<file path="config.mk">
export PLATFORM = sky130hd
export DESIGN_NAME = fpcmult_rr_scheduler
export DESIGN_NICKNAME = d
export VERILOG_FILES = /design/src/rtl/fpcmult_sched_pkg.sv /design/src/rtl/fpcmult_rr_arbiter.sv /design/src/rtl/fpcmult_rr_scheduler.sv
export SDC_FILE = /design/constraint.sdc
export NUM_CORES = 1
export LEC_CHECK = 0
export CAP_MARGIN = 25
export CORE_AREA = 4 4 314 316
export CTS_CLUSTER_SIZE = 14
export DETAILED_ROUTE_END_ITERATION = 10
export DIE_AREA = 0 0 318 320
export MAX_ROUTING_LAYER = met4
export SYNTH_ARGS = -nofsm -noshare
export SYNTH_HDL_FRONTEND = slang
export SYNTH_SLANG_ARGS = --single-unit
export TNS_END_PERCENT = 20
</file>
<file path="constraint.sdc">
create_clock -name clk -period 6.8 [get_ports clk]
set_clock_uncertainty 0.1 [all_clocks]
set_input_delay 2.04 -clock clk [delete_from_list [all_inputs] [get_ports clk]]
set_output_delay 2.04 -clock clk [all_outputs]
set_load 0.01 [all_outputs]
</file>
<file path="src/rtl/fpcmult_sched_pkg.sv">
// rtl/fpcmult_sched_pkg.sv - shared types and sizing helpers for the multiplier scheduler
package fpcmult_sched_pkg;

  typedef enum logic [1:0] {
    IDLE  = 2'd0,
    ISSUE = 2'd1,
    WAIT  = 2'd2,
    RESP  = 2'd3
  } sched_state_e;

  localparam int DONE_CNT_W = 16;

  // Grant index width; a single requester still needs a 1-bit index.
  function automatic int gw(input int nreq);
    return (nreq <= 1) ? 1 : $clog2(nreq);
  endfunction

endpackage

</file>
<file path="src/rtl/fpcmult_rr_arbiter.sv">
// rtl/fpcmult_rr_arbiter.sv - combinational round-robin pick starting at ptr
module fpcmult_rr_arbiter
  import fpcmult_sched_pkg::*;
#(
  parameter int NREQ = 4,
  parameter int GW   = gw(NREQ)
) (
  input  logic [NREQ-1:0] req,
  input  logic [GW-1:0]   ptr,
  output logic [NREQ-1:0] grant_oh,
  output logic [GW-1:0]   grant_idx,
  output logic            any_grant
);

  localparam int SW = GW + 1;

  logic [SW-1:0] slot;

  // Walk from the far end back toward ptr so the nearest requester wins last.
  always_comb begin
    grant_oh  = '0;
    grant_idx = '0;
    any_grant = 1'b0;
    slot      = '0;
    for (int k = NREQ - 1; k >= 0; k--) begin
      slot = {1'b0, ptr} + SW'(k);
      if (slot >= SW'(NREQ)) begin
        slot = slot - SW'(NREQ);
      end
      if (req[slot[GW-1:0]]) begin
        grant_oh                = '0;
        grant_oh[slot[GW-1:0]]  = 1'b1;
        grant_idx               = slot[GW-1:0];
        any_grant               = 1'b1;
      end
    end
  end

endmodule

</file>
<file path="src/rtl/fpcmult_rr_scheduler.sv">
// rtl/fpcmult_rr_scheduler.sv - round-robin sharing of one iterative complex multiplier
module fpcmult_rr_scheduler
  import fpcmult_sched_pkg::*;
#(
  parameter int n    = 32,
  parameter int d    = 16,
  parameter int NREQ = 4
) (
  input  logic                  clk,
  input  logic                  reset,
  input  logic [NREQ-1:0]       req_val,
  output logic [NREQ-1:0]       req_rdy,
  input  logic [NREQ*n-1:0]     req_ar,
  input  logic [NREQ*n-1:0]     req_ac,
  input  logic [NREQ*n-1:0]     req_br,
  input  logic [NREQ*n-1:0]     req_bc,
  output logic [NREQ-1:0]       resp_val,
  input  logic [NREQ-1:0]       resp_rdy,
  output logic [n-1:0]          resp_cr,
  output logic [n-1:0]          resp_cc,
  output logic                  mul_recv_val,
  input  logic                  mul_recv_rdy,
  output logic [n-1:0]          mul_ar,
  output logic [n-1:0]          mul_ac,
  output logic [n-1:0]          mul_br,
  output logic [n-1:0]          mul_bc,
  input  logic                  mul_send_val,
  output logic                  mul_send_rdy,
  input  logic [n-1:0]          mul_cr,
  input  logic [n-1:0]          mul_cc,
  output logic [DONE_CNT_W-1:0] done_count
);

  localparam int GW = gw(NREQ);

  // Fraction bits are only a label on the data; they must fit inside the word.
  if (d > n) begin : g_bad_frac
    $error("fractional bits exceed operand width");
  end

  sched_state_e          state_q, state_d;
  logic [GW-1:0]         ptr_q, grant_q;
  logic [n-1:0]          ar_q, ac_q, br_q, bc_q, cr_q, cc_q;
  logic [DONE_CNT_W-1:0] done_count_q;

  logic [NREQ-1:0] win_oh;
  logic [GW-1:0]   win_idx;
  logic            win_any;
  logic            accept, issued, returned, retired;

  fpcmult_rr_arbiter #(.NREQ(NREQ), .GW(GW)) u_arb (
    .req       (req_val),
    .ptr       (ptr_q),
    .grant_oh  (win_oh),
    .grant_idx (win_idx),
    .any_grant (win_any)
  );

  always_comb begin
    state_d      = state_q;
    req_rdy      = '0;
    resp_val     = '0;
    mul_recv_val = 1'b0;
    mul_send_rdy = 1'b0;
    accept       = 1'b0;
    issued       = 1'b0;
    returned     = 1'b0;
    retired      = 1'b0;
    case (state_q)
      IDLE: begin
        req_rdy = win_oh;
        accept  = win_any;
        if (win_any) state_d = ISSUE;
      end
      ISSUE: begin
        mul_recv_val = 1'b1;
        issued       = mul_recv_rdy;
        if (mul_recv_rdy) state_d = WAIT;
      end
      WAIT: begin
        mul_send_rdy = 1'b1;
        returned     = mul_send_val;
        if (mul_send_val) state_d = RESP;
      end
      RESP: begin
        resp_val[grant_q] = 1'b1;
        retired           = resp_rdy[grant_q];
        if (resp_rdy[grant_q]) state_d = IDLE;
      end
      default: state_d = IDLE;
    endcase
  end

  always_ff @(posedge clk) begin
    if (reset) begin
      state_q      <= IDLE;
      ptr_q        <= '0;
      grant_q      <= '0;
      ar_q         <= '0;
      ac_q         <= '0;
      br_q         <= '0;
      bc_q         <= '0;
      cr_q         <= '0;
      cc_q         <= '0;
      done_count_q <= '0;
    end else begin
      state_q <= state_d;
      // Operands are sampled only on the winner's req_rdy cycle.
      if (accept) begin
        grant_q <= win_idx;
        ar_q    <= req_ar[win_idx*n +: n];
        ac_q    <= req_ac[win_idx*n +: n];
        br_q    <= req_br[win_idx*n +: n];
        bc_q    <= req_bc[win_idx*n +: n];
      end
      if (returned) begin
        cr_q <= mul_cr;
        cc_q <= mul_cc;
      end
      if (retired) begin
        ptr_q        <= (grant_q == GW'(NREQ - 1)) ? '0 : grant_q + GW'(1);
        done_count_q <= done_count_q + DONE_CNT_W'(1);
      end
    end
  end

  // issued is folded into the FSM; it is kept for readability of the handshake.
  logic unused_issued;
  assign unused_issued = issued;

  assign mul_ar     = ar_q;
  assign mul_ac     = ac_q;
  assign mul_br     = br_q;
  assign mul_bc     = bc_q;
  assign resp_cr    = cr_q;
  assign resp_cc    = cc_q;
  assign done_count = done_count_q;

endmodule
</file>
---- After elaboration in Yosys (flattened, before gate mapping) ----
Index checks and enable logic that the tools add are counted.
storage, ports and cells
  bits in read-only memories .............. 0
  latch bits .............................. 0
  bits in writable memories ............... 0
  input bits .............................. 588
  word-level logic and storage cells ...... 101
  output and inout bits ................... 218
  memories ................................ 0
  register bits ........................... 214
cells by class
  shift operators ......................... 4
  add/subtract/negate cells ............... 9
  multipliers ............................. 0
  equality and inequality tests ........... 8
  reduce and logical (&&, ||, !) cells .... 7
  muxes and demuxes ....................... 49
  divide/modulo/power cells ............... 0
  order comparisons ....................... 14
  bitwise logic cells ..................... 0
operator list
  cell                                                         number
  variable part select 128 x 8 -> 32 bit                       4
  2-to-1 mux 2 bit                                             13
  2-to-1 mux 4 bit                                             6
  2-to-1 mux 1 bit                                             19
  adder 16 x 1 -> 16 bit (second input constant)               1
  less-than comparator 2 x 3 -> 1 bit (second input constant)  5
  binary-select mux 1 bit (select 2 bit)                       5
  demux 1 bit (select 2 bit)                                   5
  >= comparator 2 x 1 -> 1 bit (second input constant)         5
  >= comparator 3 bit (second input constant)                  3
  inequality test 2 bit (second input constant)                4
  one-hot mux 2 bit (4 select lines)                           1
  subtractor 2 x 1 -> 2 bit (second input constant)            4
  adder 2 x 2 -> 3 bit (second input constant)                 2
  == test 2 bit (second input constant)                        3
  logical AND 1 bit                                            5
  AND reduction 4 bit                                          1
  adder 2 x 1 -> 3 bit (second input constant)                 1
  >= comparator 2 x 3 -> 1 bit (second input constant)         1
  adder 2 x 1 -> 2 bit (second input constant)                 1
  == test 2 x 1 -> 1 bit (second input constant)               1
  logical NOT 2 bit                                            1

---- Longest topological paths before layout ----
Gate-level depths: netlist of run 1.
  word-level depth ........................ 12
  mapped depth ............................ 13
  mapped depth without buffers ............ 8

---- By module ----
From an unflattened synthesis of run 1, not the netlist that was laid out.
second synthesis, totals
  cell total of the unflattened synthesis .. 1212
  area, all modules ....................... 11393.4 µm²
modules (own cells, without submodules)
  module                instances  seq. area each (µm²)  area an instance (µm²)  cells each
  fpcmult_rr_scheduler  1          4284.1                10710.3                 1127
  fpcmult_rr_arbiter    1          0.0                   683.2                   85

---- Least setup slack after synthesis of run 1 ----
OpenSTA, ideal clock, no wires.
  path kind ............................... in2out
  from .................................... in req_val[1]
  to ...................................... out req_rdy[0]
  arrival time ............................ 3.798 ns
  buffers on the path ..................... 1
  stages .................................. 6
  slack ................................... 0.862 ns
  data required time ...................... 4.660 ns
  path through ............................ buf_2 mux4_2 a211oi_1 a221oi_1 or3_1 a21boi_0
between the ends
  word-level cells in the longest chain between the ends .. 7
  elaborated cells on any way between the ends .. 13
  those cells by class .................... 13 x mux
RTL lines
  what                                    line                        text
  start, declared                         fpcmult_rr_scheduler.sv:11  input logic [NREQ-1:0] req_val,
  binary-select mux 1 bit (select 2 bit)  fpcmult_rr_arbiter.sv:30    if (req[slot[GW-1:0]]) begin
  2-to-1 mux 1 bit (implied by the code)  fpcmult_rr_arbiter.sv:30
  2-to-1 mux 4 bit (3 in series)          fpcmult_rr_arbiter.sv:30
  2-to-1 mux 4 bit (*)                    fpcmult_rr_arbiter.sv:30
  2-to-1 mux 4 bit (*)                    fpcmult_rr_scheduler.sv:69  case (state_q)
  end, declared                           fpcmult_rr_scheduler.sv:12  output logic [NREQ-1:0] req_rdy,
Mark *: on every way between the ends. The rest lies on a longest branch, timed or not. The select of a mux whose other input is x is not followed.

---- Worst setup path in the final report of run 1 ----
  from .................................... in req_val[0]
  to ...................................... out req_rdy[2]
Same word-level chain as after synthesis.

==> results of run 1 <==
worst min-delay path, delay by kind of cell (launching register included):
kind	cells	cell delay [ns]
AO/OA/AOI/OAI	1	0.05
flip-flops	1	0.31
AND/OR/NAND/NOR	1	0.05
timing repair:
action,in CTS,in global routing
buffers inserted,0,0
gates cloned,0,0
hold buffers,0,0
setup endpoints to repair,3,1
hold endpoints to repair,0,0
pin swaps,1,0
gates resized for setup,6,1
area by class of cell:
class,count,area [µm²]
Fill cell,10400,73400
Timing Repair Buffer,842,8420
Multi-Input combinational cell,1070,7180
Sequential cell,214,4290
Tap cell,1276,1600
Clock buffer,36,813
Clock inverter,18,262
Inverter,9,33.8
Antenna cell,9,22.5
layout by cell type (no fill, tap or decap), drive strengths merged, types with 2 or more instances in the layout:
| cell | n |
|---|---|
| o31a | 2 |
| nand2b | 4 |
| o21ai | 29 |
| diode | 9 |
| clkinv | 10 |
| inv | 10 |
| nor4 | 54 |
| a211oi | 132 |
| a21boi | 4 |
| nor2 | 88 |
| a21o | 21 |
| and2 | 6 |
| clkbuf | 36 |
| ha | 17 |
| nand3 | 27 |
| o221ai | 74 |
| dfxtp | 214 |
| nand2 | 224 |
| or3 | 7 |
| bufinv | 6 |
| a21oi | 71 |
| a31oi | 21 |
| nand4 | 6 |
| clkdlybuf4s50 | 800 |
| xor2 | 10 |
| mux2i | 133 |
| buf | 40 |
| xnor2 | 4 |
| and3 | 106 |
| mux4 | 4 |
| a221oi | 4 |
| nor3 | 8 |
| o21a | 2 |
| nor2b | 5 |
worst max path at each step:
stage | from | slack, ns | depth (start not counted) | endpoint
2_1_floorplan | req_val[1] | 0.86 | 6 | req_rdy[0]
3_3_place_gp | req_val[1] | -0.36 | 9 | req_rdy[3]
3_5_place_dp | req_val[0] | -0.37 | 9 | req_rdy[3]
4_1_cts | req_val[0] | 0.005 | 8 | req_rdy[1]
5_1_grt | req_val[0] | 0.04 | 9 | req_rdy[2]
6_report | req_val[0] | 0.1 | 9 | req_rdy[2]
cells by family (layout without fill, tap and decap cells):
logic type	count (synthesis)	count (layout)
AO/OA/AOI/OAI	365	365
XOR/XNOR	14	14
adder cells (fa/ha/maj)	17	17
buffers and inverters	158	905
flip-flops	214	214
multiplexers	137	137
other	0	9
AND/OR/NAND/NOR	537	537
per-stage QoR:
stage / utilization [%] / area, µm² / cells / total power, mW / setup slack [ns]
after CTS: 23.5 / 22600 / 3464 / 6.86 / 0.00495
after global routing: 23.6 / 22600 / 3474 / 7.12 / 0.0354
after detailed placement: 22.4 / 21500 / 3410 / 5.03 / -0.371
after floorplan: - / 12100 / 1442 / 3.28 / 0.862
after global placement: 22.4 / 21500 / 3410 / 5.03 / -0.357
final: 23.6 / 22600 / 3474 / 6.72 / 0.0976
power groups by stage:
stage	clock (mW)	combinational, mW	sequential, mW
after floorplan	0	1.37	1.91
after global placement	0	3.24	1.79
after detailed placement	0	3.24	1.80
after CTS	1.83	3.26	1.78
after global routing	1.87	3.44	1.82
final	1.76	3.18	1.77
state kept, by name (all words and copies together) (netlist names):
register,flops
done_count,16
grant_q,2
mul_ac,32
mul_ar,32
mul_bc,32
mul_br,32
ptr_q,2
resp_cc,32
resp_cr,32
state_q,2
metal layers:
layer,global-route usage [%],part of all wire [%],wire length (µm),vias to the layer above
met4,5.46,4.4,3340,0
met1,16.7,41,31200,6711
met2,22.7,46,34800,629
met5,-,0,0,-
met3,5.31,9.3,7070,107
li1,-,-,-,6804
==> run metrics, run 1 <==
reg2reg setup slack=about 2.6 ns; drt pass-1 iters=8; remaining antenna violation count=0; R2R depth=9; # IOs=between 800 and 900; synthesized-area fraction occupied by and/or/nand/nor cells=between 20% and 30%; clock tree buffer depth=3; Avg Synthesized Cell Area=8.38 µm²; clock buffer count from CTS=29; post-synthesis compound-gate area fraction=between 20 and 25%; Rel. slew slack=38.5%; Most Frequent Cell on Critical Path=buf_4; r2r startpoint=ptr_q[1]$_SDFFE_PP0P_; post-DP HPWL=roughly 60,000 µm; Via density=around 4; final period utilization=a little over nine tenths; arrival time worst endpoint=between 4 and 5 ns; Peak VDD IR=176 µV; Die Ht=roughly 320 µm; initial DRC count=just under 1,000; Synth area leaders=dfxtp_1 (35%), mux2i_1 (11%), a211oi_1 (7.3%); share of layout cells above drive strength 1=a little under 7%; crit-path cells=clkdlybuf4s50_1 > mux4_2 > a211oi_1 > buf_4 > buf_4 > a221oi_1 > or3_1 > a21boi_0 > dlygate4sd2_1; RePlAce Congestion=around 0.87; final setup vio count=0; Synth Cell Area=between 10,000 and 15,000 µm²; # H-tree levels=1; unrepaired setup endpoints after global routing=no; worst r2r dst=mul_bc[6]$_SDFFE_PP0P_; actual slew at the worst max-slew pin=0.923 ns; Critical Path RT=4.66 ns; Worst Hold Path EP=resp_cc[10]$_SDFFE_PP0P_; top cell type's share of synthesized area=35.5%; most frequent cell after synthesis=nand2_1; total grt overflow=0; synthesis-to-finish area growth=87.2%; WL final=76,400 µm; P_sw=2.60 mW; die area=102,000 µm²; P per Cell Area=slightly below 300 nW/µm²; outcome=finished clean; Fmax=149 MHz; Skew-Pair Late Insertion Delay=0.60 ns; Lkg Pwr=about 8.3 nW; WP buf/inv=4; post-synthesis mux area share=a little under an eighth; Yosys reg bits=~210; clk sinks=214; crit path launch type=input port; CTS root buf=clkbuf_16; delay-heaviest family, CP=buffers and inverters; Rows=~110; TritonCTS clock tree=done; Clock transition at path regs=around 0.06 ns; sequential share of the synthesized area=between 30 and 40%; Hold Slack=between 0.3 and 0.4 ns; Hold WC Path Type=flip-flop to flip-flop; final setup TNS=0 ns; Synthesized Nets=2,047; Hold Path Stages=2; Period minus WS final=~6.7 ns; synth unique cells=47; combinational share of power=~47%; drt drc=0; sw frac=roughly two fifths; initial antenna violation count=17; via count=roughly 14,000; PortBufs=805; largest family of logic cells by synthesized area=simple AND/OR/NAND/NOR gates; Post-Synth Adder-Cell Area=between 1.5 and 2%; Post-Syn Instances=1,442; Seq pwr share=a little over a quarter; initial core utilization=12.6%; Post-synth EDFFs=0; Post-synth ARST share=0%; total global-route track usage=approximately 14%; Internal Pwr Total=about 4.1 mW; Die Wd=around 320 µm; synth cell count leaders=nand2_1 (223), dfxtp_1 (214), mux2i_1 (133); largest net degree at the start of global routing=128; area leader, netlist=dfxtp_1; max_cap viols=0; Max FO, Critical Path=3; part of the power in the clock network=between 20% and 30%; first-pass GRT wire length=104,000 µm; Final nets=about 2,800; CP endpoint kind=output port; Main synth FF type=dfxtp_1; core area=roughly 96,000 µm²; Setup CP Type=input port to output port; max incr delay on CP=around 0.50 ns; vias in the first global route=14,000; crit path max-delay cell type=mux4_2; Yosys warnings=0; routed length per placed instance=22.0 µm; Fin. Hold Viols=0; fin. max-slew vios=0; XOR/XNOR share of the synthesized area=under 10%; HP Start=resp_cc[10]$_SDFFE_PP0P_
No activity file was read; power rests on OpenSTA's default activity.
==> run 2: changes to the inputs <==
- ABC_AREA: unset -> 1
- CELL_PAD_IN_SITES_DETAIL_PLACEMENT: unset -> 1
- CELL_PAD_IN_SITES_GLOBAL_PLACEMENT: unset -> 1
- PLACE_DENSITY_LB_ADDON: unset -> 0.1
==> run 2 against run 1 <==
  * Critical endpoint unchanged
  * First-iteration DRC count down 15%
  * Non-clock buffer count down 11
  * Register-to-register slack worse by 0.04 ns
  * Count of clock-buffer cells in the layout up 10
  * Final cell count up 26%
  * Fmax up 6.9%
  * Critical path depth up 2
  * Routed wire length up 22%
  * Hold slack better by 0.032 ns
==> run metrics, run 2 <==
commonest non-fill, non-tap cell in the layout=clkdlybuf4s50_1; Fin. Hold Viols=0; routed length per placed instance=between 20 and 25 µm; arrival time worst endpoint=a little over 4 ns; Final Util=24.8%; # IOs=slightly above 800; CP endpoint kind=output port; worst r2r dst=mul_ar[13]$_SDFFE_PP0P_; Peak VDD IR=around 210 µV; crit path capture=req_rdy[2]; Rel. slew slack=a little under a third; final period utilization=92.2%; via count=17,500; XOR/XNOR share of the synthesized area=0.0640%; synth cell count leaders=nand2_1 (558), nor2_1 (403), nand3_1 (373); Lkg Pwr=~11 nW; Synth area leaders=dfxtp_1 (31%), nand2_1 (15%), nand3_1 (14%); Skew-Pair Late Insertion Delay=between 0.5 and 0.6 ns; R2R depth=16; final setup vio count=0; # hold bufs at CTS=0; Total Power=roughly 8.6 mW; initial core utilization=approximately 14%; die area=102,000 µm²; largest net degree at the start of global routing=148; post-synthesis mux area share=0%; Via density=about 4.0; post-synthesis compound-gate area fraction=approximately 6.3%; CTS resizes=0; share of layout cells above drive strength 1=3.04%; Post-Syn Instances=between 2,000 and 2,500; max_cap viols=0; TritonCTS clock tree=done; area leader, netlist=dfxtp_1; drt drc=0; vias in the first global route=about 19,000; P per Cell Area=~360 nW/µm²; remaining antenna violation count=0; clock tree buffer depth=3; Yosys warnings=0; RePlAce Congestion=~0.87; Avg Synthesized Cell Area=about 5.9 µm²; most frequent cells in the layout=clkdlybuf4s50_1 (804), nand2_1 (557), nor2_1 (403), nand3_1 (373), inv_1 (342); crit path launch type=input port; Period minus WS final=about 6.3 ns; CTS root buf=clkbuf_16; start point of the critical path=req_val[2]; Post-synth EDFFs=0; first-pass GRT wire length=133,000 µm; clk sinks=between 200 and 250; Final nets=~3,700; sequential share of the synthesized area=a little under a third; Clock transition at path regs=roughly 0.060 ns; # H-tree levels=1; clock buffer count from CTS=31; outcome=finished clean; Die Wd=between 300 and 400 µm; Hold WC Path Type=flip-flop to flip-flop; reg2reg setup slack=~2.6 ns; largest family of logic cells by synthesized area=simple AND/OR/NAND/NOR gates; total grt overflow=0; Die Ht=between 300 and 400 µm; r2r startpoint=ptr_q[0]$_SDFFE_PP0P_; post-DP HPWL=roughly 72,000 µm; Setup CP Type=input port to output port; top cell type's share of synthesized area=a little under a third; most frequent cell after synthesis=nand2_1; final setup TNS=0 ns; unrepaired setup endpoints after global routing=no; total global-route track usage=between 15 and 20%; Main synth FF type=dfxtp_1; synth unique cells=34; initial antenna violation count=35; # Post-CTS Setup Buffers=0; Critical Path RT=between 4 and 5 ns; actual slew at the worst max-slew pin=1.03 ns; drt pass-1 iters=4; fin. max-slew vios=0; Rows=around 110; synthesized-area fraction occupied by and/or/nand/nor cells=45.6%; synthesis-to-finish area growth=74.2%; Fmax=approximately 160 MHz; Met3 Routed Length=4510 µm; Routed met1 length=around 38,000 µm; WL final=93,300 µm; Post-Synth Adder-Cell Area=1.55%; Post-synth ARST share=0%; Synth Cell Area=between 10,000 and 15,000 µm²; Synthesized Nets=between 2,000 and 3,000; WL met2=approximately 49,000 µm; Yosys reg bits=~210; Max FO, Critical Path=7; initial DRC count=841; PortBufs=between 800 and 900; DR top layer=met4; core area=approximately 96,000 µm²
-- run 2: cell types whose count changed in the layout (fill, tap and decap cells not counted), sizes merged, moves of 24 or more --
| cell | previous run | this run |
|---|---|---|
| diode | 9 | 33 |
| o221ai | 74 | 2 |
| nand3 | 27 | 374 |
| a211oi | 132 | 4 |
| nand3b | 0 | 76 |
| o21ai | 29 | 78 |
| nor4 | 54 | 1 |
| nor2 | 88 | 406 |
| and3 | 106 | 0 |
| nand2 | 224 | 568 |
| mux2i | 133 | 0 |
| inv | 10 | 350 |
-- run 2: worst min path at each step --
stage,cells past startpoint,slack [ns],to,startpoint
finish,2,0.38,resp_cc[4]$_SDFFE_PP0P_,resp_cc[4]$_SDFFE_PP0P_
CTS,2,0.39,resp_cc[4]$_SDFFE_PP0P_,resp_cc[4]$_SDFFE_PP0P_
detailed placement,2,0.37,resp_cc[4]$_SDFFE_PP0P_,resp_cc[4]$_SDFFE_PP0P_
global placement,2,0.36,resp_cr[2]$_SDFFE_PP0P_,resp_cr[2]$_SDFFE_PP0P_
floorplan,2,0.40,done_count[14]$_SDFFE_PP0P_,done_count[14]$_SDFFE_PP0P_
global route,2,0.41,resp_cc[3]$_SDFFE_PP0P_,resp_cc[3]$_SDFFE_PP0P_
-- run 2: report_power, final --
| group | leakage, nW | switching (mW) | total, mW | internal, mW |
|---|---|---|---|---|
| logic | 8.37 | 3.02 | 5.04 | 2.02 |
| registers | 1.76 | 0.275 | 1.99 | 1.72 |
| clock network | 0.450 | 0.665 | 1.56 | 0.896 |
-- run 2: metrics by stage --
stage	area, µm²	worst slack, ns	hold slack (ns)	cells
2_1_floorplan	13700	1.70	0.395	2338
3_3_place_gp	22900	0.618	0.363	4291
3_5_place_dp	22900	0.528	0.374	4291
4_1_cts	23800	0.516	0.387	4339
5_1_grt	23900	0.426	0.406	4371
6_report	23900	0.530	0.384	4372
-- run 2: area by class of cell --
class	instances	area, µm²
fill	11900	72100
timing repair buffer	831	8300
multi-input combinational	1619	7350
sequential	214	4280
tap	1276	1600
inverter	351	1330
clock buffer	46	902
antenna	33	82.6
clock inverter	2	13.8
-- run 2: metal layers --
layer  vias to the layer above  global-route usage [%]
met5                         -                       -
met4                         0                    5.72
met3                        93                    4.12
met2                       397                    32.1
met1                      8367                    19.7
li1                       8650                       -
-- run 2: kinds of logic (layout without fill, tap and decap cells) --
kind of cell | Yosys count | in the layout
AO/OA/AOI/OAI | 164 | 164
XOR/XNOR | 1 | 1
adder cells (fa/ha/maj) | 17 | 17
buffers and inverters | 505 | 1230
flip-flops | 214 | 214
other | 0 | 33
AND/OR/NAND/NOR | 1437 | 1437
-- run 2: critical path: stages --
cell and delay [ns]:
clkdlybuf4s50_1 0.41, inv_1 0.08, nand2_1 0.09, nand3_1 0.18
nand2_2 0.12, inv_2 0.13, nand2_1 0.08, o22ai_1 0.16
nand2_1 0.09, a21oi_1 0.17, clkdlybuf4s50_1 0.58
